**src/rtl/mux16_8_rr_if.sv**
```systemverilog
// Handshake bundle for the 8-lane round-robin merge stage: eight input lanes
// with per-lane valid/ready, plus one tagged output word with valid/ready.
interface mux16_8_rr_if #(
  parameter int WIDTH = 16
);
  logic [WIDTH-1:0] in1;
  logic [WIDTH-1:0] in2;
  logic [WIDTH-1:0] in3;
  logic [WIDTH-1:0] in4;
  logic [WIDTH-1:0] in5;
  logic [WIDTH-1:0] in6;
  logic [WIDTH-1:0] in7;
  logic [WIDTH-1:0] in8;
  logic [7:0]       in_valid;
  logic [7:0]       in_ready;
  logic [WIDTH-1:0] out;
  logic [2:0]       sel;
  logic             out_valid;
  logic             out_ready;
  logic [7:0]       xfer_cnt;

  // Upstream senders and the downstream sink together form the master side.
  modport master (
    output in1, in2, in3, in4, in5, in6, in7, in8,
    output in_valid, out_ready,
    input  in_ready, out, sel, out_valid, xfer_cnt
  );

  modport slave (
    input  in1, in2, in3, in4, in5, in6, in7, in8,
    input  in_valid, out_ready,
    output in_ready, out, sel, out_valid, xfer_cnt
  );
endinterface

```
**src/rtl/mux16_8_rr.sv**
```systemverilog
// Registered 8-to-1 merge with round-robin grant; the output register is a
// single-entry skid-free stage that drains and reloads in the same cycle.
module mux16_8_rr #(
  parameter int WIDTH = 16
) (
  input logic         clk,
  input logic         rst_n,
  mux16_8_rr_if.slave bus
);

  logic [WIDTH-1:0] lane [8];

  assign lane[0] = bus.in1;
  assign lane[1] = bus.in2;
  assign lane[2] = bus.in3;
  assign lane[3] = bus.in4;
  assign lane[4] = bus.in5;
  assign lane[5] = bus.in6;
  assign lane[6] = bus.in7;
  assign lane[7] = bus.in8;

  logic [WIDTH-1:0] out_q, out_d;
  logic [2:0]       sel_q, sel_d;
  logic [2:0]       ptr_q, ptr_d;
  logic             out_valid_q, out_valid_d;
  logic [7:0]       cnt_q, cnt_d;

  logic [2:0] grant;
  logic [2:0] idx;
  logic       any_valid;
  logic       load;

  // The lane closest to ptr_q (scanning upward, wrapping) wins.
  always_comb begin
    // NOTE: every always_comb output gets a default first so no path can
    // leave it unassigned and infer a latch.
    any_valid = 1'b0;
    grant     = ptr_q;
    idx       = ptr_q;
    for (int k = 0; k < 8; k++) begin
      idx = ptr_q + 3'(k);
      if (!any_valid && bus.in_valid[idx]) begin
        any_valid = 1'b1;
        grant     = idx;
      end
    end
  end

  assign load         = rst_n && (!out_valid_q || bus.out_ready);
  assign bus.in_ready = (load && any_valid) ? (8'b1 << grant) : 8'h00;

  always_comb begin
    out_d       = out_q;
    sel_d       = sel_q;
    ptr_d       = ptr_q;
    out_valid_d = out_valid_q;
    cnt_d       = cnt_q + 8'(out_valid_q && bus.out_ready);
    if (load) begin
      if (any_valid) begin
        out_d       = lane[grant];
        sel_d       = grant;
        out_valid_d = 1'b1;
        ptr_d       = grant + 3'd1;
      end else begin
        out_valid_d = 1'b0;
      end
    end
  end

  // NOTE: state registers use non-blocking assignments so every flop samples
  // the pre-edge values regardless of statement order.
  always_ff @(posedge clk) begin
    if (!rst_n) begin
      out_q       <= '0;
      sel_q       <= '0;
      ptr_q       <= '0;
      out_valid_q <= 1'b0;
      cnt_q       <= '0;
    end else begin
      out_q       <= out_d;
      sel_q       <= sel_d;
      ptr_q       <= ptr_d;
      out_valid_q <= out_valid_d;
      cnt_q       <= cnt_d;
    end
  end

  assign bus.out       = out_q;
  assign bus.sel       = sel_q;
  assign bus.out_valid = out_valid_q;
  assign bus.xfer_cnt  = cnt_q;

endmodule

```
**src/flat_wrapper.sv**
```systemverilog
// flat-port wrapper written by rule: the top's interface ports become plain ports
module mux16_8_rr_flat 
#(
  parameter int WIDTH = 16
)
  (clk, rst_n, bus_in1, bus_in2, bus_in3, bus_in4, bus_in5, bus_in6, bus_in7, bus_in8, bus_in_valid, bus_out_ready, bus_in_ready, bus_out, bus_sel, bus_out_valid, bus_xfer_cnt);
  mux16_8_rr_if #(.WIDTH(WIDTH)) bus_i ();
  input logic clk;
  input logic rst_n;
  input wire logic [$bits(bus_i.in1)-1:0] bus_in1;
  input wire logic [$bits(bus_i.in2)-1:0] bus_in2;
  input wire logic [$bits(bus_i.in3)-1:0] bus_in3;
  input wire logic [$bits(bus_i.in4)-1:0] bus_in4;
  input wire logic [$bits(bus_i.in5)-1:0] bus_in5;
  input wire logic [$bits(bus_i.in6)-1:0] bus_in6;
  input wire logic [$bits(bus_i.in7)-1:0] bus_in7;
  input wire logic [$bits(bus_i.in8)-1:0] bus_in8;
  input wire logic [$bits(bus_i.in_valid)-1:0] bus_in_valid;
  input wire logic [$bits(bus_i.out_ready)-1:0] bus_out_ready;
  output wire logic [$bits(bus_i.in_ready)-1:0] bus_in_ready;
  output wire logic [$bits(bus_i.out)-1:0] bus_out;
  output wire logic [$bits(bus_i.sel)-1:0] bus_sel;
  output wire logic [$bits(bus_i.out_valid)-1:0] bus_out_valid;
  output wire logic [$bits(bus_i.xfer_cnt)-1:0] bus_xfer_cnt;
  assign bus_i.in1 = bus_in1;
  assign bus_i.in2 = bus_in2;
  assign bus_i.in3 = bus_in3;
  assign bus_i.in4 = bus_in4;
  assign bus_i.in5 = bus_in5;
  assign bus_i.in6 = bus_in6;
  assign bus_i.in7 = bus_in7;
  assign bus_i.in8 = bus_in8;
  assign bus_i.in_valid = bus_in_valid;
  assign bus_i.out_ready = bus_out_ready;
  assign bus_in_ready = bus_i.in_ready;
  assign bus_out = bus_i.out;
  assign bus_sel = bus_i.sel;
  assign bus_out_valid = bus_i.out_valid;
  assign bus_xfer_cnt = bus_i.xfer_cnt;
  mux16_8_rr #(.WIDTH(WIDTH)) u_core (.clk(clk), .rst_n(rst_n), .bus(bus_i));
endmodule
```
**config.mk**
```make
export PLATFORM = sky130hd
export DESIGN_NAME = mux16_8_rr_flat
export DESIGN_NICKNAME = d
export VERILOG_FILES = /design/src/rtl/mux16_8_rr_if.sv /design/src/rtl/mux16_8_rr.sv /design/src/flat_wrapper.sv
export SDC_FILE = /design/constraint.sdc
export NUM_CORES = 1
export LEC_CHECK = 0
export CAP_MARGIN = 20
export CORE_UTILIZATION = 40
export CTS_BUF_LIST = sky130_fd_sc_hd__clkbuf_16
export CTS_CLUSTER_DIAMETER = 50
export DETAILED_ROUTE_END_ITERATION = 6
export PLACE_DENSITY = 0.81
export SETUP_SLACK_MARGIN = 0.2
export SKIP_LAST_GASP = 1
export SYNTH_ARGS = -nofsm -noshare
export SYNTH_HDL_FRONTEND = slang
export SYNTH_SLANG_ARGS = --single-unit
```
**constraint.sdc**
```tcl
create_clock -name clk -period 8.45 [get_ports clk]
set_clock_uncertainty 0.2 [all_clocks]
set_input_delay 1.69 -clock clk [delete_from_list [all_inputs] [get_ports clk]]
set_output_delay 1.69 -clock clk [all_outputs]
set_load 0.05 [all_outputs]
```
==> impl_metrics.csv <==
group,metric,value,unit
worst_setup_path,arrival,5.73,ns
layout,layout-drive-gt1-share,0.147,
die,initial_core_util,0.418,
yosys,synth.net_count,485,
cts,clk_path_buf_depth,2,
cts,cts_htree_levels,2,
route,wl_per_cell,18.8,um
sta,drv_slew,0,
worst_setup_path,slowest_stage,"clkdlybuf4s50_1",
die,ios,175,
cts,cts_setup_buffers,0,
sta,grt_setup_unrepaired,"no",
layout,nNetsFinal,647,
worst_setup_path,critPathTopFamily,"buffers and inverters",
status,outcome,"finished, final reports clean",
cts,hold_buffers,0,
route,viasPerCell,5.65,
yosys,synth_edf_count,0,
placed_design,gp_congestion,0.889,
sta,setup_violations,0,
cts,clk_pin_slew,0.05,ns
grt,overflow,0,
layout,n_antenna_cell,0,
sta,layout_min_cycle_time,7.62,ns
die,core_region_area,7810,um2
layout,design_area,5200,um2
route,finalWirelength,11.4,mm
worst_setup_path,required,6.56,ns
placed_design,portBuffers,174,
worst_setup_path,r2r_setup_slack,2.75,ns
worst_setup_path,cp-start-kind,"input pin",
worst_setup_path,endpoint,"bus_in_ready[2]",
yosys,yosys_warnings,0,
placed_design,hpwlAfterDp,8.94,mm
sta,timing.final.crit_share,0.901,
layout,final_common_cell,"clkdlybuf4s50_1",
layout,mostFrequentLayoutCells,"clkdlybuf4s50_1, mux2i_1, mux2_2, dfxtp_1",
job,drv_cap,0,
grt,grt_max_degree,57,
route,firstDrtPassIters,4,
cts,clock_latency,0.27,ns
sta,maxSlewHeadroom,0.401,
grt,track_usage,0.268,
die,die_width,92.3,um
worst_setup_path,critPathCaptureType,"output port",
yosys,netlist.area_leader.share,0.215,
sta,hold_viol_final,0,
cts,cts_tree,"built",
yosys,postSynthAreaPerCell,9.57,um2
min_path,min_from,"u_core.bus.sel[0]",
grt,antenna_found_initial,0,
die,fp-row-count,32,
route,ant_nets,0,
yosys,syn_inst,341,
route,vias,3422,
yosys,synth-seq-cells,31,
yosys,synth.largest_area_cell,"mux2i_1",
worst_setup_path,worstSetupPathType,"input pin to output port",
route,first_iter_violations,231,
pwr,power.density,453,nW/um2
placed_design,dpl_cell_area,5030,um2
worst_setup_path,rr_worst_depth,12,
grt,first_global_vias,3535,
yosys,ys_seq_area_frac,0.190,
worst_setup_path,r2r-end,"u_core.bus.out[8]",
worst_setup_path,critPathLaunch,"bus_in_valid[7]",
yosys,synthesis.area,3260,um2
cts,post_cts_resized,0,
yosys,synthArstFlopShare,0,
cts,numCtsBuffers,5,
yosys,synth_area_leaders,"mux2i_1, dfxtp_1, mux2_2",
route,drc,0,
die,die_y,92.3,um
layout,area_growth_syn_to_layout,59.3,%
pwr,peakVddDrop,0.368,mV
grt,grt_pass1_wl,18.0,mm
worst_setup_path,critPathMaxFanout,30,
sta,fin_setup_tns,0,ns
sta,clock.fmax,131,MHz
worst_setup_path,slowest_delay,0.82,ns
worst_setup_path,r2r_start,"u_core.ptr_q[0]",
cts,root_buffer,"clkbuf_16",
min_path,hp-class,"flip-flop to flip-flop",
die,die_area,8520,um2
worst_setup_path,cp_num_cells,12,
pwr,p_leak,2.11,nW
worst_setup_path,path_cells,"clkdlybuf4s50_1 -> mux4_2 -> mux2i_4 -> o31ai_2 -> nor3_1 -> o211ai_1 -> a31oi_1 -> o211ai_1 -> buf_4 -> or2_2 -> nor2_1 -> clkdlybuf4s50_1",
worst_setup_path,path_buf_inv,3,
layout,final_core_util,0.666,
sta,worst_pin_slew,0.896,ns
yosys,ys_types,51,
yosys,synth_ff_type,"dfxtp_1",
cts,cts_sinks,31,
worst min-delay path by stage:
stage	endpoint	slack, ns	cells past startpoint
floorplan	u_core.bus.sel[0]	0.48	2
global placement	u_core.bus.sel[0]	0.25	2
detailed placement	u_core.bus.sel[0]	0.25	2
CTS	u_core.bus.sel[0]	0.26	2
global route	u_core.bus.sel[0]	0.28	2
finish	u_core.bus.sel[0]	0.25	2
cells in the mapped netlist, drive strengths merged (2+ instances only):
library cell and count:
dfxtp 31, xnor2 5, clkbuf 10, nor2b 2
ha 5, and3 4, nor3 7, a211oi 2
nand2 22, o31ai 2, mux2 35, nor2 18
a32oi 3, nand2b 4, a31oi 2, xor2 7
a21oi 4, or2 2, a221oi 16, inv 5
o21ai 22, nand3 11, and2 6, o211ai 3
buf 14, mux4 13, mux2i 71
where the power goes:
part / total [W] / switching, W / internal, W
registers: 0.000242 / 0.0000525 / 0.000189
clock network: 0.000199 / 0.0000620 / 0.000137
logic: 0.00191 / 0.00101 / 0.000899
total: 0.00235 / 0.00113 / 0.00123
cell families after synthesis:
logic type / Yosys count / synth area share
flops: 31 / 0.190
buf+inv: 30 / 0.0483
xor+xnor: 12 / 0.0380
mux: 119 / 0.432
fa+ha+maj: 5 / 0.0192
simple gates: 80 / 0.121
compound gates: 64 / 0.151
routing by layer:
layer / track usage / share of wire / vias up
met5: 0 / 0 / -
met4: 0.0729 / 0.023 / 0
met3: 0.0690 / 0.074 / 21
met2: 0.490 / 0.51 / 146
met1: 0.307 / 0.39 / 1619
li1: - / - / 1636
metrics by stage:
| step | setup slack (ns) | power (W) | hold WS, ns | instances |
|---|---|---|---|---|
| 6_report | 0.835 | 0.00235 | 0.253 | 606 |
| 5_1_grt | 0.727 | 0.00249 | 0.277 | 606 |
| 4_1_cts | 0.915 | 0.00235 | 0.258 | 606 |
| 3_5_place_dp | 0.940 | 0.00214 | 0.250 | 598 |
| 3_3_place_gp | 1.09 | 0.00211 | 0.246 | 598 |
| 2_1_floorplan | 2.08 | 0.00178 | 0.478 | 341 |
final cells by class:
class | instances | area [um2]
Fill cell | 642 | 2610
Clock buffer | 5 | 125
Sequential cell | 31 | 621
Multi-Input combinational cell | 280 | 2480
Inverter | 6 | 22.5
Tap cell | 102 | 128
Clock inverter | 3 | 38.8
Timing Repair Buffer | 179 | 1780
state kept, by name, summed over array words and instances, names as in the netlist:
name / count
u_core.bus.out: 16
u_core.bus.xfer_cnt: 8
u_core.bus.sel: 3
u_core.ptr_q: 3
u_core.bus.out_valid: 1
worst reg2reg max path, delay by kind of cell (launching register included):
family / cells / cell delay (ns)
adders and majority gates: 1 / 0.68
DFF: 1 / 0.76
buffers and inverters: 2 / 1.06
muxes: 4 / 1.34
AOI/OAI and AO/OA: 3 / 1.15
xor gates and xnor gates: 1 / 0.29
and+or+nand+nor: 1 / 0.12
(Power assumes the default switching activity.)
